### src/rtl/glitch_sequencer_pkg.sv
// glitch_sequencer_pkg: shared glitch definitions: sequencer state encodings and defaults.
package glitch_sequencer_pkg;
  typedef enum logic [2:0] {
    GLITCH_SEQ_IDLE      = 3'd0,
    GLITCH_SEQ_REQ       = 3'd1,
    GLITCH_SEQ_WAIT_LOW  = 3'd2,
    GLITCH_SEQ_WAIT_HIGH = 3'd3,
    GLITCH_SEQ_DELAY     = 3'd4,
    GLITCH_SEQ_GLITCH    = 3'd5,
    GLITCH_SEQ_FIN       = 3'd6
  } seq_state_e;
  localparam int RST_TIMEOUT_DEF = 64;
  function automatic int max3(int a, int b, int c);
    return (a > b) ? ((a > c) ? a : c) : ((b > c) ? b : c);
  endfunction
endpackage

### src/rtl/glitch_sequencer_if.sv
// glitch_sequencer_if: host command/status bus of the glitch sequencer.
interface glitch_sequencer_if #(
  parameter int DELAY_W = 16,
  parameter int WIDTH_W = 8
);
  logic               start;
  logic               abort;
  logic [DELAY_W-1:0] delay;
  logic [WIDTH_W-1:0] width;
  logic               reset_req;
  logic               glitch_o;
  logic               busy;
  logic               done;
  logic               error;
  modport master (
    output start, abort, delay, width,
    input  reset_req, glitch_o, busy, done, error
  );
  modport slave (
    input  start, abort, delay, width,
    output reset_req, glitch_o, busy, done, error
  );
endinterface

### src/rtl/glitch_sequencer.sv
// glitch_sequencer: requests a target reset, tracks its release, then emits one timed glitch pulse.
module glitch_sequencer
  import glitch_sequencer_pkg::*;
#(
  parameter int DELAY_W     = 16,
  parameter int WIDTH_W     = 8,
  parameter int RST_TIMEOUT = RST_TIMEOUT_DEF
) (
  input logic               clk_in,
  input logic               rst,
  input logic               target_rst_n,
  glitch_sequencer_if.slave bus
);
  localparam int CNT_W = max3(DELAY_W, WIDTH_W, $clog2(RST_TIMEOUT)) + 1;
  localparam logic [CNT_W-1:0] TO_LAST = CNT_W'(RST_TIMEOUT - 1);
  seq_state_e         state_q, state_d;
  logic [CNT_W-1:0]   cnt_q, cnt_d, w_last;
  logic [DELAY_W-1:0] delay_q, delay_d;
  logic [WIDTH_W-1:0] width_q, width_d;
  logic               to_err;
  logic               reset_req_q, reset_req_d, glitch_q, glitch_d;
  logic               busy_q, busy_d, done_q, done_d, error_q, error_d;
  assign w_last = (width_q == '0) ? '0 : CNT_W'(width_q) - CNT_W'(1);
  always_ff @(posedge clk_in) begin
    if (rst) begin
      state_q     <= GLITCH_SEQ_IDLE;
      cnt_q       <= '0;
      delay_q     <= '0;
      width_q     <= '0;
      reset_req_q <= 1'b0;
      glitch_q    <= 1'b0;
      busy_q      <= 1'b0;
      done_q      <= 1'b0;
      error_q     <= 1'b0;
    end else begin
      state_q     <= state_d;
      cnt_q       <= cnt_d;
      delay_q     <= delay_d;
      width_q     <= width_d;
      reset_req_q <= reset_req_d;
      glitch_q    <= glitch_d;
      busy_q      <= busy_d;
      done_q      <= done_d;
      error_q     <= error_d;
    end
  end
  always_comb begin
    state_d = state_q;
    cnt_d   = cnt_q;
    delay_d = delay_q;
    width_d = width_q;
    to_err  = 1'b0;
    case (state_q)
      GLITCH_SEQ_IDLE: if (bus.start) begin
        state_d = GLITCH_SEQ_REQ;
        delay_d = bus.delay;
        width_d = bus.width;
      end
      GLITCH_SEQ_REQ: begin
        state_d = GLITCH_SEQ_WAIT_LOW;
        cnt_d   = '0;
      end
      GLITCH_SEQ_WAIT_LOW: if (!target_rst_n) begin
        state_d = GLITCH_SEQ_WAIT_HIGH;
        cnt_d   = '0;
      end else if (cnt_q == TO_LAST) begin
        state_d = GLITCH_SEQ_IDLE;
        to_err  = 1'b1;
      end else cnt_d = cnt_q + CNT_W'(1);
      GLITCH_SEQ_WAIT_HIGH: if (target_rst_n) begin
        state_d = GLITCH_SEQ_DELAY;
        cnt_d   = '0;
      end else if (cnt_q == TO_LAST) begin
        state_d = GLITCH_SEQ_IDLE;
        to_err  = 1'b1;
      end else cnt_d = cnt_q + CNT_W'(1);
      // target_rst_n is deliberately ignored from here on: timing is committed at release
      GLITCH_SEQ_DELAY: if (cnt_q == CNT_W'(delay_q)) begin
        state_d = GLITCH_SEQ_GLITCH;
        cnt_d   = '0;
      end else cnt_d = cnt_q + CNT_W'(1);
      GLITCH_SEQ_GLITCH: if (cnt_q == w_last) state_d = GLITCH_SEQ_FIN;
        else cnt_d = cnt_q + CNT_W'(1);
      default: state_d = GLITCH_SEQ_IDLE;
    endcase
    if (bus.abort && state_q != GLITCH_SEQ_IDLE) begin
      state_d = GLITCH_SEQ_IDLE;
      to_err  = 1'b0;
    end
  end
  always_comb begin
    reset_req_d = state_d == GLITCH_SEQ_REQ;
    glitch_d    = state_d == GLITCH_SEQ_GLITCH;
    busy_d      = state_d != GLITCH_SEQ_IDLE;
    done_d      = state_d == GLITCH_SEQ_FIN;
    error_d     = to_err;
  end
  assign bus.reset_req = reset_req_q;
  assign bus.glitch_o  = glitch_q;
  assign bus.busy      = busy_q;
  assign bus.done      = done_q;
  assign bus.error     = error_q;
endmodule

### src/flat_wrapper.sv
// flat-port wrapper written by rule: the top's interface ports become plain ports
module glitch_sequencer_flat import glitch_sequencer_pkg::*;
#(
  parameter int DELAY_W     = 16,
  parameter int WIDTH_W     = 8,
  parameter int RST_TIMEOUT = RST_TIMEOUT_DEF
)
  (clk_in, rst, target_rst_n, bus_start, bus_abort, bus_delay, bus_width, bus_reset_req, bus_glitch_o, bus_busy, bus_done, bus_error);
  glitch_sequencer_if #(.DELAY_W(DELAY_W), .WIDTH_W(WIDTH_W)) bus_i ();
  input logic clk_in;
  input logic rst;
  input logic target_rst_n;
  input wire logic [$bits(bus_i.start)-1:0] bus_start;
  input wire logic [$bits(bus_i.abort)-1:0] bus_abort;
  input wire logic [$bits(bus_i.delay)-1:0] bus_delay;
  input wire logic [$bits(bus_i.width)-1:0] bus_width;
  output wire logic [$bits(bus_i.reset_req)-1:0] bus_reset_req;
  output wire logic [$bits(bus_i.glitch_o)-1:0] bus_glitch_o;
  output wire logic [$bits(bus_i.busy)-1:0] bus_busy;
  output wire logic [$bits(bus_i.done)-1:0] bus_done;
  output wire logic [$bits(bus_i.error)-1:0] bus_error;
  assign bus_i.start = bus_start;
  assign bus_i.abort = bus_abort;
  assign bus_i.delay = bus_delay;
  assign bus_i.width = bus_width;
  assign bus_reset_req = bus_i.reset_req;
  assign bus_glitch_o = bus_i.glitch_o;
  assign bus_busy = bus_i.busy;
  assign bus_done = bus_i.done;
  assign bus_error = bus_i.error;
  glitch_sequencer #(.DELAY_W(DELAY_W), .WIDTH_W(WIDTH_W), .RST_TIMEOUT(RST_TIMEOUT)) u_core (.clk_in(clk_in), .rst(rst), .target_rst_n(target_rst_n), .bus(bus_i));
endmodule
### config.mk
export PLATFORM = sky130hd
export DESIGN_NAME = glitch_sequencer_flat
export DESIGN_NICKNAME = d
export VERILOG_FILES = /design/src/rtl/glitch_sequencer_pkg.sv /design/src/rtl/glitch_sequencer_if.sv /design/src/rtl/glitch_sequencer.sv /design/src/flat_wrapper.sv
export SDC_FILE = /design/constraint.sdc
export NUM_CORES = 1
export LEC_CHECK = 0
export ABC_AREA = 1
export CAP_MARGIN = 10
export CORE_UTILIZATION = 50
export CTS_BUF_LIST = sky130_fd_sc_hd__clkbuf_4 sky130_fd_sc_hd__clkbuf_8
export CTS_CLUSTER_SIZE = 10
export DETAILED_ROUTE_END_ITERATION = 8
export PLACE_DENSITY_LB_ADDON = 0.05
export SKIP_CTS_REPAIR_TIMING = 1
export SYNTH_ARGS = -nofsm -noshare
export SYNTH_HDL_FRONTEND = slang
export SYNTH_SLANG_ARGS = --single-unit
### constraint.sdc
create_clock -name clk_in -period 3.4 [get_ports clk_in]
set_input_delay 0.34 -clock clk_in [delete_from_list [all_inputs] [get_ports clk_in]]
set_output_delay 0.34 -clock clk_in [all_outputs]
set_load 0.005 [all_outputs]
==> results.ini, run 1 <==
[run_status]
status = finished, final reports clean

[synth]
yosys_register_bits = 49
syn_area_per_cell_um2 = 6.11
ys_warn_count = 0
synth_cell_types = 29
syn-cell-area_um2 = 3520
syn_inst = 576
synth_nets = 608
seq_area_frac_synth = 0.279

[hold_path]
holdCritStartpoint = u_core.delay_q[4]
hold_depth = 2
hold_end = u_core.delay_q[4]
hold_path.class = register to register

[clock_tree]
cts_sinks = 49
tritoncts = yes
clk_latency_ns = 0.31
clk_pin_slew_worst_paths_ns = 0.10
cts_buffer_depth = 2
cts_buffers = 5
cts-root-buf = clkbuf_8
htreeDepth = 2

[global_routing]
grt_pass1_wl_um = 16100
antenna_found_initial = 0
grt_pass1_vias = 3289
grt_start_max_net_pins = 31
grt_usage = 0.277
grt-ovfl-total = 0

[die]
row_count = 30
boundaryPins = 34
dieHeight_um = 85.9
dieArea_um2 = 7380
start_util = 0.518
core_area_um2 = 6790
die_w_um = 85.9

[route]
num_vias = 3748
dr.first_iter.drc_count = 272
via_per_inst = 5.46
drtAntennaViolNets = 0
wire_per_inst_um = 14.3
post-route-drc-count = 0
finalWirelength_um = 9800
dr.pass1.iters = 5

[pwr]
cellPowerDensity_nw_per_um2 = 342
p_leak_nw = 1.64
ir_worst_vdd_uv = 177

[timing]
fmax_mhz = 405
final_max_slew_viol_count = 0
grt_setup_unrepaired = no
fin_crit_ns = 2.47
timing.final.crit_share = 0.726
final-hold-violation-count = 0
fin_skew_ns = 0.00730
fin_setup_tns_ns = 0
setup_viol = 0
tightest_slew_ns = 0.906
max-slew-margin-rel = 0.396

[worst_setup_path]
cp_max_fo = 19
r2r_end = u_core.cnt_q[2]
regToRegSetupSlack_ns = 0.93
regToRegStartpoint = u_core.cnt_q[8]
required_ns = 3.64
cp_data_arrival_time_ns = 2.71
critPathLaunchType = register
path_class = register to register
r2r.worst_path.cells = 12
critPathCaptureType = register

[placement]
routabilityCongestion = 0.927
dp_hpwl_um = 7070
port_buffers = 33

[job]
cap_viol_max_count = 0

[layout]
syn2layout_area_growth_pct = 12.1
fin_nets = 622
diodes = 0
fin_util = 0.580
nFillCells = 663
drive_gt1_frac = 0.0643

==> cell usage after synthesis <==
library cell / count / share of area
nand2_1: 132 / 0.14
nand3_1: 98 / 0.14
inv_1: 62 / 0.066
dfxtp_1: 49 / 0.28
nor2_1: 49 / 0.052
a21oi_1: 35 / 0.050
nand4_1: 33 / 0.059
o21ai_0: 32 / 0.046
clkbuf_1: 20 / 0.021
xor2_1: 13 / 0.032
a21oi_2: 9 / 0.022
buf_2: 8 / 0.011
nor2_2: 6 / 0.011
xnor2_1: 5 / 0.012
clkinv_1: 3 / 0.0032
ha_1: 3 / 0.011
inv_2: 3 / 0.0032
nand2_2: 3 / 0.0053
nor3_1: 2 / 0.0028
o21bai_1: 2 / 0.0043
buf_4: 1 / 0.0021
buf_6: 1 / 0.0032
buf_8: 1 / 0.0043
nand2_4: 1 / 0.0032
nand3_2: 1 / 0.0028
nand4_4: 1 / 0.0060
nor2_4: 1 / 0.0032
o211ai_1: 1 / 0.0021
o21ai_1: 1 / 0.0014
==> critical path, stage by stage, from the launching register on <==
cell	delay (ns)
dfxtp_1	0.55
nand2_1	0.18
nor2_1	0.21
nand2_1	0.12
nand3_1	0.10
nand2_1	0.07
clkinv_1	0.04
nand2_1	0.06
nor2_2	0.18
nand4_4	0.32
nand2_4	0.34
nand2_1	0.08
a21oi_1	0.14
==> power by group <==
group          total (mW)  internal, mW  switching (mW)
clock network       0.357         0.151           0.206
registers           0.634         0.607          0.0267
logic               0.355         0.127           0.229
total                1.35         0.885           0.462
==> through the flow <==
stage	area, um^2	power, mW	hold WS, ns	std cells	worst slack (ns)
floorplan	3520	0.903	0.442	576	1.45
global placement	3860	0.994	0.458	679	1.03
detailed placement	3860	1.00	0.458	679	0.967
CTS	3940	1.35	0.473	687	0.943
global route	3940	1.43	0.519	687	0.637
finish	3940	1.35	0.475	687	0.931
==> cells by family after synthesis <==
logic type,count (synthesis),synth area share
AND/OR/NAND/NOR,327,0.425
buffers and inverters,99,0.115
AO/OA/AOI/OAI,80,0.126
flip-flops,49,0.279
XOR/XNOR,18,0.0448
adder cells (fa/ha/maj),3,0.0107
==> state kept, by name, indices dropped and copies added (netlist names) <==
signal                cells
u_core.bus.reset_req      1
u_core.bus.done           1
u_core.delay_q           16
u_core.state_q            3
u_core.bus.glitch_o       1
u_core.bus.error          1
u_core.bus.busy           1
u_core.width_q            8
u_core.cnt_q             17
==> cell type report <==
cell class / instances / area, um^2 / share of cell area
Clock buffer: 6 / 76.3 / 0.0194
Clock inverter: 2 / 10.0 / 0.00254
Inverter: 68 / 255 / 0.0647
Multi-Input combinational cell: 428 / 2130 / 0.541
Sequential cell: 49 / 981 / 0.249
Tap cell: 96 / 120 / 0.0305
Timing Repair Buffer: 38 / 368 / 0.0933
==> worst max path at each step <==
| stage | startpoint | to | slack, ns |
|---|---|---|---|
| global route | u_core.width_q[0] | u_core.cnt_q[0] | 0.64 |
| finish | u_core.cnt_q[8] | u_core.cnt_q[2] | 0.93 |
| detailed placement | u_core.cnt_q[8] | u_core.cnt_q[0] | 0.97 |
| floorplan | u_core.width_q[0] | u_core.cnt_q[10] | 1.45 |
| global placement | u_core.cnt_q[8] | u_core.cnt_q[7] | 1.03 |
| CTS | u_core.cnt_q[8] | u_core.cnt_q[0] | 0.94 |
==> routing by layer <==
layer,vias to the layer above,part of all wire,global-route usage
met1,1676,0.48,0.392
met5,-,0,0
met2,136,0.44,0.435
met4,0,0.020,0.0833
li1,1917,-,-
met3,19,0.062,0.0395
==> placed cells by master (no fill, tap or decap), drive strengths merged, types with 13 or more instances in the layout <==
master / synthesis / final
nand4: 34 / 34
nand2: 136 / 136
dfxtp: 49 / 49
nand3: 99 / 99
clkdlybuf4s50: 0 / 33
xor2: 13 / 13
a21oi: 44 / 44
o21ai: 33 / 33
inv: 65 / 65
nor2: 56 / 56
Power figures use the tool's default switching activity.
==> run 2: changes to the inputs <==
Clock period 3.4 ns to 2.2 ns, I/O delays scaled along.
==> run 2 against run 1 <==
Net effect: cell count up 2.6%; core utilization up 2.9 points; wire length up 3.1%; first-iteration DRC count up 42%; sequential power up 54%; sequential share of layout area down 1.1 points; global-route usage up 1.1 points; fmax up 19%; critical path depth up 3; via count up 5.1%; non-clock buffer count up 18; clock-buffer cell count up 1.
==> results.ini, run 2 (synthesis gave the netlist of run 1 again) <==
[worst_setup_path]
required_ns = 2.45
cp_max_fo = 18
cp_data_arrival_time_ns = 2.33
critical_path.max_stage_delay_ns = 0.33
crit_buf_inv = 2
path_common_cell = nand2_1
path_class = register to register
r2r.worst_path.cells = 15
crit_slowest_cell = dfxtp_1
critPathLaunchType = register
regToRegStartpoint = u_core.width_q[0]
regToRegSetupSlack_ns = 0.12
critical_path.top_delay_family = simple AND/OR/NAND/NOR gates
path_cells = inv_2 > ha_4 > nand2_1 > nor2_2 > nand2_1 > nand2_1 > nand2_1 > nor2_1 > nand2_1 > nor2_4 > nand4_4 > buf_8 > nand2_1 > nand3_1 > nand3_1
critPathCaptureType = register
r2r_end = u_core.bus.busy

[clock_tree]
tritoncts = yes
cts_buffers = 5
cts_buffer_depth = 2
cts-root-buf = clkbuf_8
htreeDepth = 2
clk_latency_ns = 0.30
clk_pin_slew_worst_paths_ns = 0.09
cts_sinks = 49

[layout]
final_cells = 705
layout_common_cells = nand2_1 (131), nand3_1 (98), inv_1 (60)
drive_gt1_frac = 0.103
syn2layout_area_growth_pct = 17.7
final_common_cell = nand2_1
reg_top3 = u_core.cnt_q x17, u_core.delay_q x16, u_core.width_q x8
largest-register = u_core.cnt_q
diodes = 0
fin_util = 0.609
fin_nets = 640
largest_reg_flops = 17

[global_routing]
antenna_found_initial = 0
grt_pass1_vias = 3709
grt_pass1_wl_um = 17200
grt_usage = 0.288
grt-ovfl-total = 0
grt_start_max_net_pins = 30

[route]
finalWirelength_um = 10100
num_vias = 3940
drtAntennaViolNets = 0
post-route-drc-count = 0
via_per_inst = 5.59
dr.pass1.iters = 5
dr.first_iter.drc_count = 387
wire_per_inst_um = 14.3

[timing]
grt_setup_unrepaired = yes
setup_viol = 0
timing.final.crit_share = 0.946
fmax_mhz = 481
tightest_slew_ns = 0.439
final-hold-violation-count = 0
fin_skew_ns = 0.00617
holdWs_ns = 0.470
max-slew-margin-rel = 0.707
setup_ws_ns = 0.119
final_max_slew_viol_count = 0
fin_crit_ns = 2.08

[hold_path]
hold_end = u_core.delay_q[0]
hold_path.class = register to register
hold_depth = 2
holdCritStartpoint = u_core.delay_q[0]

[die]
core_area_um2 = 6790
start_util = 0.518
dieArea_um2 = 7380
die_w_um = 85.9
dieHeight_um = 85.9
boundaryPins = 34
row_count = 30

[placement]
routabilityCongestion = 0.898
dpl_worst_slack_ns = 0.0205
dp.cells = 697
dp_hpwl_um = 7250
port_buffers = 33

[pwr]
p_leak_nw = 1.75
ir_worst_vdd_uv = 291
cellPowerDensity_nw_per_um2 = 524
p_total_mw = 2.17

[job]
cap_viol_max_count = 0

[run_status]
status = finished, final reports clean

run 2: final cells by class:
| class | count | area (um^2) |
|---|---|---|
| clock buffer | 7 | 96.3 |
| clock inverter | 1 | 5.00 |
| timing repair buffer | 56 | 523 |
| inverter | 68 | 255 |
| multi-input combinational | 428 | 2160 |
| fill | 651 | 2650 |
| sequential | 49 | 982 |
| tap | 96 | 120 |
run 2: worst min-delay path: stages (launching register included):
cell	delay [ns]
dfxtp_1	0.32
inv_1	0.06
a21oi_1	0.05
run 2: power breakdown:
part | switching, mW | internal, mW
clock | 0.314 | 0.285
combinational | 0.369 | 0.221
sequential | 0.0404 | 0.939
run 2: how the worst max path moves through the flow:
stage | start | endpoint | cells past startpoint
global placement | u_core.width_q[0] | u_core.bus.glitch_o | 15
detailed placement | u_core.width_q[0] | u_core.bus.busy | 14
floorplan | u_core.width_q[0] | u_core.cnt_q[10] | 14
finish | u_core.width_q[0] | u_core.bus.busy | 15
CTS | u_core.width_q[0] | u_core.bus.busy | 14
global route | u_core.width_q[0] | u_core.bus.busy | 15
run 2: per-stage QoR:
step	instance area [um^2]	setup TNS (ns)
global placement	4010	0
global route	4140	-0.0861
floorplan	3520	0
CTS	4110	-0.0156
detailed placement	4010	0
finish	4140	0
run 2: layer usage:
layer	share of wire	global-route usage	vias up
met3	0.069	0.0298	26
li1	-	-	1955
met2	0.45	0.468	164
met1	0.46	0.389	1795
met4	0.023	0.121	0
met5	0	0	-
==> run 3: changes to the inputs <==
Settings changed: ABC_CLOCK_PERIOD_IN_PS set to 2200, CTS_BUF_LIST sky130_fd_sc_hd__clkbuf_4 sky130_fd_sc_hd__clkbuf_8 to sky130_fd_sc_hd__clkbuf_2.
==> run 3 against run 2 <==
Net effect: critical endpoint unchanged; largest power group unchanged; largest cell class unchanged; clock power is 39% lower; clock-buffer cell count is 2 lower; cell count stayed put.
==> results.ini, run 3 (synthesis gave the netlist of run 1 again) <==
[die]
row_count = 30
boundaryPins = 34
dieArea_um2 = 7380
core_area_um2 = 6790
start_util = 0.518
dieHeight_um = 85.9
die_w_um = 85.9

[route]
top_layer = met4
finalWirelength_um = 10000
dr.pass1.iters = 5
dr.first_iter.drc_count = 430
via_per_inst = 5.57
num_vias = 3928
dr_wl_met2_um = 4530
met3WireLength_um = 592
wire_per_inst_um = 14.3
drtAntennaViolNets = 0
post-route-drc-count = 0
drt-met1-wl_um = 4690

[worst_setup_path]
required_ns = 2.60
critical_path.max_stage_delay_ns = 0.40
critPathLaunchType = register
critical_path.top_delay_family = simple AND/OR/NAND/NOR gates
critPathCaptureType = register
path_cells = nor2_1 > nand2_1 > inv_1 > nand2_4 > nand3_1 > nand2_1 > nor2_1 > nand2_1 > nor2_4 > nand4_4 > buf_8 > nand2_1 > nand3_1 > nand3_1
crit_slowest_cell = dfxtp_1
path_common_cell = nand2_1
cp_max_fo = 18
path_class = register to register
cp_data_arrival_time_ns = 2.49
crit_buf_inv = 2

[clock_tree]
cts-root-buf = clkbuf_2
htreeDepth = 2
clk_pin_slew_worst_paths_ns = 0.24
cts_sinks = 49
tritoncts = yes
cts_buffers = 5
clk_latency_ns = 0.45
cts_buffer_depth = 2

[layout]
multi_input_area_um2 = 2170
largest-register = u_core.cnt_q
reg_top3 = u_core.cnt_q x17, u_core.delay_q x16, u_core.width_q x8
syn2layout_area_growth_pct = 16.3
layout_common_cells = nand2_1 (131), nand3_1 (98), inv_1 (60)
final_common_cell = nand2_1
fin_nets = 640
nFillCells = 660
diodes = 0
largest_reg_flops = 17
regArea_um2 = 986
drive_gt1_frac = 0.105

[timing]
holdWs_ns = 0.315
final_max_slew_viol_count = 0
grt_setup_unrepaired = yes
tightest_slew_ns = 0.450
fin_setup_tns_ns = 0
final-hold-violation-count = 0
fin_skew_ns = 0.0181
fmax_mhz = 479
fin_crit_ns = 2.09
setup_viol = 0
timing.final.crit_share = 0.948
max-slew-margin-rel = 0.699

[global_routing]
grt-ovfl-total = 0
grt_start_max_net_pins = 30
grt_pass1_vias = 3682
grt_pass1_wl_um = 17100
antenna_found_initial = 0
grt_usage = 0.288

[placement]
port_buffers = 33
dp_hpwl_um = 7250
routabilityCongestion = 0.898

[job]
cap_viol_max_count = 0

[pwr]
p_total_mw = 1.95
ir_worst_vdd_uv = 318
cellPowerDensity_nw_per_um2 = 476
p_leak_nw = 1.72

[hold_path]
hold_path.class = input pin to register

[run_status]
status = finished, final reports clean

-- run 3: worst paths after layout --
check,from,to,slack [ns],cells past startpoint
max reg2reg,u_core.width_q[4],u_core.bus.busy,0.11,14
min,bus_delay[15],u_core.delay_q[15],0.32,3
max,u_core.width_q[4],u_core.bus.busy,0.11,14
min reg2reg,u_core.delay_q[0],u_core.delay_q[0],0.48,2
-- run 3: per-layer routing --
metal / global-route usage / up-vias
met5: 0 / -
met2: 0.463 / 149
met4: 0.123 / 0
met3: 0.0414 / 30
met1: 0.385 / 1791
li1: - / 1958
-- run 3: final cells by class --
class	instances	share of cell area
multi-input combinational	428	0.530
inverter	68	0.0624
timing repair buffer	56	0.128
clock buffer	5	0.00612
tap	96	0.0294
clock inverter	3	0.00306
sequential	49	0.241
-- run 3: worst min-delay path, cell delays in order --
cell and delay (ns):
clkdlybuf4s50_1 0.40, nand3_1 0.08, a21oi_1 0.06
-- run 3: power by group --
group	internal, mW	switching, mW
clock	0.0695	0.294
sequential	0.942	0.0408
combinational	0.225	0.377
total	1.24	0.712
-- run 3: through the flow --
stage	cells	setup slack [ns]	instance area, um^2	util
after detailed placement	697	0.0205	4010	0.590
after CTS	705	-0.0446	4040	0.595
after floorplan	576	0.248	3520	-
after global routing	705	-0.0466	4090	0.602
final	705	0.114	4090	0.602
after global placement	697	0.0786	4010	0.590
